--- src/rtl/alu_pkg.sv ---
// Shared definitions for the shared-ALU arbiter: ALU opcodes, arbiter states, datapath width.
package alu_pkg;

  localparam int DATA_W = 32;

  typedef enum logic [2:0] {
    ALU_ADD = 3'd0,
    ALU_SUB = 3'd1,
    ALU_AND = 3'd2,
    ALU_OR  = 3'd3,
    ALU_XOR = 3'd4,
    ALU_SLT = 3'd5
  } alu_op_e;

  typedef enum logic [1:0] {
    IDLE,
    EXEC,
    RESP
  } arb_state_e;

endpackage

--- src/rtl/alu.sv ---
// Combinational 32-bit ALU; add/sub wrap, slt is unsigned, unused opcodes give zero.
module alu
  import alu_pkg::*;
(
  input  logic [DATA_W-1:0] A,
  input  logic [DATA_W-1:0] B,
  input  logic [2:0]        ALUControl,
  output logic [DATA_W-1:0] Result
);

  always_comb begin
    Result = '0;
    case (ALUControl)
      ALU_ADD: Result = A + B;
      ALU_SUB: Result = A - B;
      ALU_AND: Result = A & B;
      ALU_OR:  Result = A | B;
      ALU_XOR: Result = A ^ B;
      ALU_SLT: Result = {{(DATA_W-1){1'b0}}, (A < B)};
      default: Result = '0;
    endcase
  end

endmodule

--- src/rtl/alu_share_arb.sv ---
// Round-robin arbiter that time-shares one ALU among NREQ requesters,
// one operation in flight, result returned over a valid/ready handshake.
//
// state | meaning
// IDLE  | arbitrate; accept winner's operands on the edge
// EXEC  | ALU runs on operand registers; result registered at end of cycle
// RESP  | rsp_valid[gnt] high until rsp_ready[gnt]
module alu_share_arb
  import alu_pkg::*;
#(
  parameter int NREQ  = 2,
  parameter int CNT_W = 16
) (
  input  logic                        clk,
  input  logic                        rst_n,
  input  logic [NREQ-1:0]             req_valid,
  output logic [NREQ-1:0]             req_ready,
  input  logic [NREQ-1:0][DATA_W-1:0] req_a,
  input  logic [NREQ-1:0][DATA_W-1:0] req_b,
  input  logic [NREQ-1:0][2:0]        req_op,
  output logic [NREQ-1:0]             rsp_valid,
  input  logic [NREQ-1:0]             rsp_ready,
  output logic [DATA_W-1:0]           rsp_result,
  output logic                        busy,
  output logic [CNT_W-1:0]            ops_done
);

  localparam int PW = $clog2(NREQ);

  arb_state_e        state, state_nxt;
  logic [PW-1:0]     ptr, gnt, pick, ptr_nxt;
  logic              any_valid;
  logic [DATA_W-1:0] op_a, op_b, alu_y;
  logic [2:0]        op_c;

  // First asserted valid at or after p, wrapping modulo NREQ.
  function automatic logic [PW-1:0] rr_pick(input logic [NREQ-1:0] v, input logic [PW-1:0] p);
    logic [PW-1:0] idx;
    logic          found;
    rr_pick = p;
    found   = 1'b0;
    for (int k = 0; k < NREQ; k++) begin
      idx = PW'((int'(p) + k) % NREQ);
      if (!found && v[idx]) begin
        rr_pick = idx;
        found   = 1'b1;
      end
    end
  endfunction

  assign any_valid = |req_valid;
  assign pick      = rr_pick(req_valid, ptr);
  assign ptr_nxt   = PW'((int'(pick) + 1) % NREQ);

  alu u_alu (
    .A          (op_a),
    .B          (op_b),
    .ALUControl (op_c),
    .Result     (alu_y)
  );

  always_ff @(posedge clk or negedge rst_n) begin
    if (!rst_n) state <= IDLE;
    else        state <= state_nxt;
  end

  always_comb begin
    state_nxt = state;
    req_ready = '0;
    rsp_valid = '0;
    busy      = 1'b0;
    case (state)
      IDLE: begin
        if (any_valid) begin
          state_nxt       = EXEC;
          req_ready[pick] = rst_n;
        end
      end
      EXEC: begin
        busy      = 1'b1;
        state_nxt = RESP;
      end
      RESP: begin
        busy           = 1'b1;
        rsp_valid[gnt] = 1'b1;
        if (rsp_ready[gnt]) state_nxt = IDLE;
      end
      default: state_nxt = IDLE;
    endcase
  end

  always_ff @(posedge clk or negedge rst_n) begin
    if (!rst_n) begin
      ptr        <= '0;
      gnt        <= '0;
      op_a       <= '0;
      op_b       <= '0;
      op_c       <= '0;
      rsp_result <= '0;
      ops_done   <= '0;
    end else begin
      case (state)
        IDLE: begin
          if (any_valid) begin
            op_a <= req_a[pick];
            op_b <= req_b[pick];
            op_c <= req_op[pick];
            gnt  <= pick;
            ptr  <= ptr_nxt;
          end
        end
        EXEC: rsp_result <= alu_y;
        RESP: if (rsp_ready[gnt]) ops_done <= ops_done + CNT_W'(1);
        default: ;
      endcase
    end
  end

endmodule
--- config.mk ---
export PLATFORM = sky130hd
export DESIGN_NAME = alu_share_arb
export DESIGN_NICKNAME = d
export VERILOG_FILES = /design/src/rtl/alu_pkg.sv /design/src/rtl/alu.sv /design/src/rtl/alu_share_arb.sv
export SDC_FILE = /design/constraint.sdc
export NUM_CORES = 1
export LEC_CHECK = 0
export CORE_MARGIN = 2
export CORE_UTILIZATION = 54
export CTS_CLUSTER_SIZE = 30
export DETAILED_ROUTE_END_ITERATION = 7
export PLACE_DENSITY_LB_ADDON = 0.15
export SLEW_MARGIN = 20
export SYNTH_ARGS = -nofsm -noshare
export SYNTH_HDL_FRONTEND = slang
export SYNTH_SLANG_ARGS = --single-unit
--- constraint.sdc ---
create_clock -name clk -period 4.3 [get_ports clk]
set_clock_uncertainty 0.2 [all_clocks]
set_input_delay 0.86 -clock clk [delete_from_list [all_inputs] [get_ports clk]]
set_output_delay 0.86 -clock clk [all_outputs]
set_load 0.005 [all_outputs]
# [After elaboration in Yosys (flattened, before gate mapping)]
# Cells that the tools add are included.
[op_classes] bitwise=4 n_eq_ne=9 add_sub_neg=5 reduce_logical=11 muxes=26 order_cmp=7
[op_table] op="32-bit case mux with 6 select lines" n=1
[op_table] op="32-bit 2-to-1 mux" n=4
[op_table] op="32-bit adder" n=1
[op_table] op="32-bit bitwise AND" n=1
[op_table] op="32-bit < comparator" n=1
[op_table] op="32-bit bitwise OR" n=1
[op_table] op="32-bit subtractor" n=1
[op_table] op="32-bit bitwise XOR" n=1
[op_table] op="16-bit by 1-bit adder with 16-bit output (second input constant)" n=1
[op_table] op="1-bit 2-to-1 mux" n=11
[op_table] op="2-bit 2-to-1 mux" n=5
[op_table] op="1-bit by 2-bit < comparator with 1-bit output (second input constant)" n=4
[op_table] op="3-bit by 2-bit == test with 1-bit output (second input constant)" n=2
[op_table] op="3-bit == test (second input constant)" n=2
[op_table] op="3-bit 2-to-1 mux" n=2
[op_table] op="2-bit case mux with 3 select lines" n=1
[op_table] op="2-bit AND reduction" n=3
[op_table] op="2-bit != test (second input constant)" n=2
[op_table] op="2-bit OR reduction" n=2
[op_table] op="3-bit by 1-bit == test with 1-bit output (second input constant)" n=1
[op_table] op="1-bit logical AND" n=3
[op_table] op="3-bit logical NOT" n=1
[op_table] op="1-bit adder (second input constant)" n=2
[op_table] op="2-bit bitwise AND" n=1
[op_table] op="6 further kinds" n=8
[totals] word_cells=70 register_bits=119 in_bits=140

# [Longest topological paths before layout]
[logic_depth] ltp_word=13 depth_mapped=12 mapped_depth_nobuf=12

# [Cells and area by module]
# Synthesis repeated with hierarchy kept, for this count alone.
[unflattened] hier_cells=1185 area_unflattened_um2=10075.9
[modules_own_cells] module="alu" instances=1 area_per_inst_um2=5217.5 seq_area_each_um2=0.0 cells_each=807
[modules_own_cells] module="alu_share_arb" instances=1 area_per_inst_um2=4858.4 seq_area_each_um2=2977.9 cells_each=378

# [Worst setup path before layout]
# No wires, ideal clock.
[synth_timing] path_kind="reg2reg" start="register op_a[0]" end="register rsp_result[26]" arrival_time_ns=2.841 setup_ns=0.126 period_less_slack_ns=3.167 n_path_buf=0 path_stages_with_launch=12 slack_ns=1.133 cell_sequence="dfrtp_1 inv_1 ha_1 fa_1 o21bai_1 a2111oi_4 nor3_2 nor2_1 o31ai_2 a311oi_1 a311o_1 a221o_1"
[synth_between] elab_chain_len=2 word_cells_on_any_way=3 classes_between="add/sub (2); mux (1)"
[synth_rtl] element="start: declaration" line="alu_share_arb.sv:33" source="logic [DATA_W-1:0] op_a, op_b, alu_y;"
[synth_rtl] element="start signal: assignment" line="alu_share_arb.sv:105" source="op_a <= req_a[pick];"
[synth_rtl] element="32-bit subtractor or 32-bit adder (tied branches)" line="alu.sv:15, alu.sv:14"
[synth_rtl] element="32-bit case mux with 6 select lines *" line="alu.sv:13" source="case (ALUControl)"
[synth_rtl] element="end signal: assignment" line="alu_share_arb.sv:112" source="EXEC: rsp_result <= alu_y;"
[synth_rtl] element="end: declaration" line="alu_share_arb.sv:23" source="output logic [DATA_W-1:0] rsp_result,"
# Every way passes the cells marked *; elsewhere a longest branch is shown, timed or not.
# A chain may end at the register's enable or synchronous reset.

# [Worst setup path after layout]
# Ends and elaborated chain as after synthesis.

==> impl_results.rst <==
.. list-table::
   :header-rows: 1

   * - Metric
     - Value
   * - Critical setup path kind
     - reg -> reg
   * - Die width
     - 142 µm
   * - Diode count
     - 0
   * - Number of antenna violations at the first check in global routing
     - 0
   * - Synth-to-Final Area Change
     - 26.4%
   * - Data arrival time at the worst-slack endpoint
     - 3890 ps
   * - Portion of synthesized cell area occupied by the leading cell type
     - 28.9%
   * - Data required time at the worst endpoint
     - 4410 ps
   * - IR Drop Worst-Case VDD
     - 0.000474 V
   * - Leading cell type in the layout, fill and taps excluded
     - sky130_fd_sc_hd__clkdlybuf4s50_1
   * - Initial core utilization
     - 55.0%
   * - Number of global-route vias before repair
     - 10100
   * - # Post-CTS Setup Buffers
     - 0
   * - Minimum setup slack among reg-to-reg paths
     - 520 ps
   * - Post-layout utilization of the core
     - 69.5%
   * - Synthesized cell area
     - 0.0103 mm²
   * - Worst reg2reg path depth
     - 11
   * - Transition time at the pin with the least slew margin
     - 1030 ps
   * - Standard cell core area
     - 0.0187 mm²
   * - Place WS
     - 638 ps
   * - Maximum Capacitance Violations
     - 0
   * - Period utilization
     - 87.9%
   * - Number of nets with antenna violations after detailed routing
     - 0
   * - Violation count after the first detailed-routing iteration
     - 1205
   * - CTS H-Tree Depth
     - 4
   * - Total wirelength of the detailed-routed design
     - 34.3 mm
   * - Net count after synthesis
     - 1514
   * - Number of flops mapped to enable cells by yosys
     - 0
   * - # IOs
     - 193
   * - Number of buffers on the longest clock path
     - 2
   * - Fillers
     - 1511
   * - CP max-delay cell
     - sky130_fd_sc_hd__o31ai_2
   * - DRT Pass-1 Iters
     - 8
   * - Post-layout min period
     - 3780 ps
   * - Most frequent cells in the layout
     - sky130_fd_sc_hd__clkdlybuf4s50_1, sky130_fd_sc_hd__inv_1, sky130_fd_sc_hd__dfrtp_1, sky130_fd_sc_hd__a21oi_1, sky130_fd_sc_hd__ha_1
   * - R2R Path Start
     - op_a[0]
   * - Power Density
     - 912 mW/mm²
   * - Violated checks
     - DRC
   * - Hpwl dp
     - 24.3 mm
   * - Number of instances in the synthesized netlist
     - 1257
   * - Number of core rows
     - 50
   * - Gr ovfl total
     - 0
   * - Asr flop ratio synth
     - 100%
   * - Overall die height
     - 142 µm
   * - CTS buffer count
     - 17
   * - Remaining design rule violation count
     - 2
   * - Count of final setup violators
     - 0
   * - Die ar.
     - 0.0202 mm²
   * - CTS Root Cell
     - sky130_fd_sc_hd__clkbuf_16
   * - Total count of max-transition violations in the final report
     - 0
   * - Critical path buffer and inverter count
     - 1
   * - Wire length of the first global-routing pass
     - 53.9 mm
   * - Total number of clock tree sinks
     - 119
   * - Pin count of the biggest net entering global routing
     - 75
   * - Source-to-sink clock delay at the later pin of the worst-skew pair
     - 440 ps
   * - Number of instances resized during post-cts repair
     - 0
   * - Hold violation count in the final report
     - 0
   * - RSZ-0062 raised after global routing
     - false
   * - Final Power
     - 11.9 mW
   * - Part of the Yosys area used for sequential elements
     - 28.9%
   * - Kind of cell adding the most delay to the critical path
     - compound AO/OA/AOI/OAI gates
   * - Leakage power summed over all cells
     - 5.97 nW
   * - Maximum single-stage delay on the critical path
     - 500 ps
   * - Clock tree from TritonCTS
     - yes
   * - Leading area contributor after synthesis
     - sky130_fd_sc_hd__dfrtp_1
   * - Most area-consuming cells after synthesis
     - sky130_fd_sc_hd__dfrtp_1, sky130_fd_sc_hd__ha_1, sky130_fd_sc_hd__a222oi_1
   * - Count of state elements after synthesis
     - 119
   * - Dominant synthesized flop cell
     - sky130_fd_sc_hd__dfrtp_1
   * - Kind of path behind the tightest hold check
     - in -> async
   * - Number of nets in the layout
     - 1665
   * - GRT Overall Usage
     - 33.8%
   * - Final Worst Setup Slack
     - 519 ps
   * - Worst setup SP type
     - flop
   * - Run status
     - finished, violations left
   * - Max Fclk
     - 264 MHz
   * - Cell depth of the worst setup path
     - 11
   * - Crit-path max FO
     - 4
   * - Post-synthesis cell type count
     - 71
   * - Sum Neg Setup Slack
     - 0 ps
   * - Relative slew slack
     - 30.9%
   * - Final RePlAce weighted congestion
     - 0.975
   * - Fraction of final layout cells with drive strength greater than 1
     - 5.14%
   * - Clock-pin transition on the worst setup and hold timing paths
     - 60 ps
   * - Number of warnings reported in the yosys synthesis log
     - 0
   * - Routed wirelength normalized by instance count
     - 20.7 µm
   * - Input/output buffers
     - 192
   * - Number of buffers inserted for hold repair after clock tree synthesis
     - 0
   * - End of the worst register-to-register path
     - rsp_result[26]
   * - CP endpoint kind
     - flop
   * - Post-Syn Area per Cell
     - 8.19 µm²
   * - Total number of vias
     - 10600
   * - Cell Chain, Critical Path
     - inv_1 -> ha_1 -> fa_1 -> o21bai_1 -> a2111oi_4 -> nor3_2 -> nor2_1 -> o31ai_2 -> a311oi_1 -> a311o_1 -> a221o_1
   * - Vias per std cell
     - 6.39
-- metrics by stage --
step,hold slack [ps],area [µm²],std cells
finish,82.6,13000,1655
global route,86.5,13000,1655
CTS,82.3,13000,1655
global placement,268,12400,1623
floorplan,268,10300,1257
detailed placement,271,12400,1623
-- state kept, by name (all words and copies together) (netlist names) --
name	cells
op_b	32
ops_done	16
op_a	32
ptr	1
gnt	1
state	2
rsp_result	32
op_c	3
-- how the worst max path moves through the flow --
| stage | start | slack [ps] | endpoint |
|---|---|---|---|
| after floorplan | op_a[0] | 1130 | rsp_result[26] |
| after global placement | op_a[0] | 810 | rsp_result[26] |
| after detailed placement | op_a[0] | 640 | rsp_result[26] |
| after CTS | op_a[0] | 560 | rsp_result[26] |
| after global routing | op_a[0] | 360 | rsp_result[26] |
| final | op_a[0] | 520 | rsp_result[26] |
-- power breakdown --
part           internal (mW)  switching (mW)
logic                   3.11            4.95
clock network          0.938           0.634
registers               1.61           0.613
total                   5.66            6.20
-- metal layers --
layer / share of wire, % / global-route usage, %
met1: 43 / 47.3
met2: 46 / 54.6
met3: 9.2 / 4.78
met4: 2.4 / 10.4
met5: 0 / 0
-- kinds of logic (layout without fill, tap and decap cells) --
| group | after synthesis | after routing | synth area share (%) |
|---|---|---|---|
| compound gates | 441 | 441 | 30.6 |
| simple gates | 291 | 291 | 13.3 |
| buf+inv | 250 | 414 | 9.20 |
| flops | 119 | 119 | 28.9 |
| fa+ha+maj | 117 | 117 | 14.4 |
| xor+xnor | 31 | 31 | 2.64 |
| mux | 8 | 8 | 0.936 |
-- Yosys cell counts, types with 13 or more instances --
cell type,n
sky130_fd_sc_hd__nand3_1,23
sky130_fd_sc_hd__a21o_1,15
sky130_fd_sc_hd__o211ai_1,20
sky130_fd_sc_hd__a211oi_1,24
sky130_fd_sc_hd__o31ai_1,13
sky130_fd_sc_hd__nor3_1,20
sky130_fd_sc_hd__ha_1,115
sky130_fd_sc_hd__nor2b_1,16
sky130_fd_sc_hd__o21bai_1,17
sky130_fd_sc_hd__nand2_1,78
sky130_fd_sc_hd__clkbuf_1,63
sky130_fd_sc_hd__a21oi_1,117
sky130_fd_sc_hd__nor2_1,87
sky130_fd_sc_hd__xnor2_1,24
sky130_fd_sc_hd__o21ai_0,56
sky130_fd_sc_hd__a31oi_1,16
sky130_fd_sc_hd__a222oi_1,70
sky130_fd_sc_hd__inv_1,171
sky130_fd_sc_hd__dfrtp_1,119
sky130_fd_sc_hd__o21a_1,14
-- final cells by class --
| type | instances | area [µm²] | area share, % |
|---|---|---|---|
| clock buffer | 17 | 425 | 3.27 |
| clock inverter | 15 | 201 | 1.55 |
| inverter | 172 | 646 | 4.96 |
| multi-input combinational | 888 | 6410 | 49.3 |
| sequential | 119 | 2980 | 22.9 |
| tap | 234 | 293 | 2.25 |
| timing repair buffer | 210 | 2050 | 15.8 |
(Power assumes the default switching activity.)
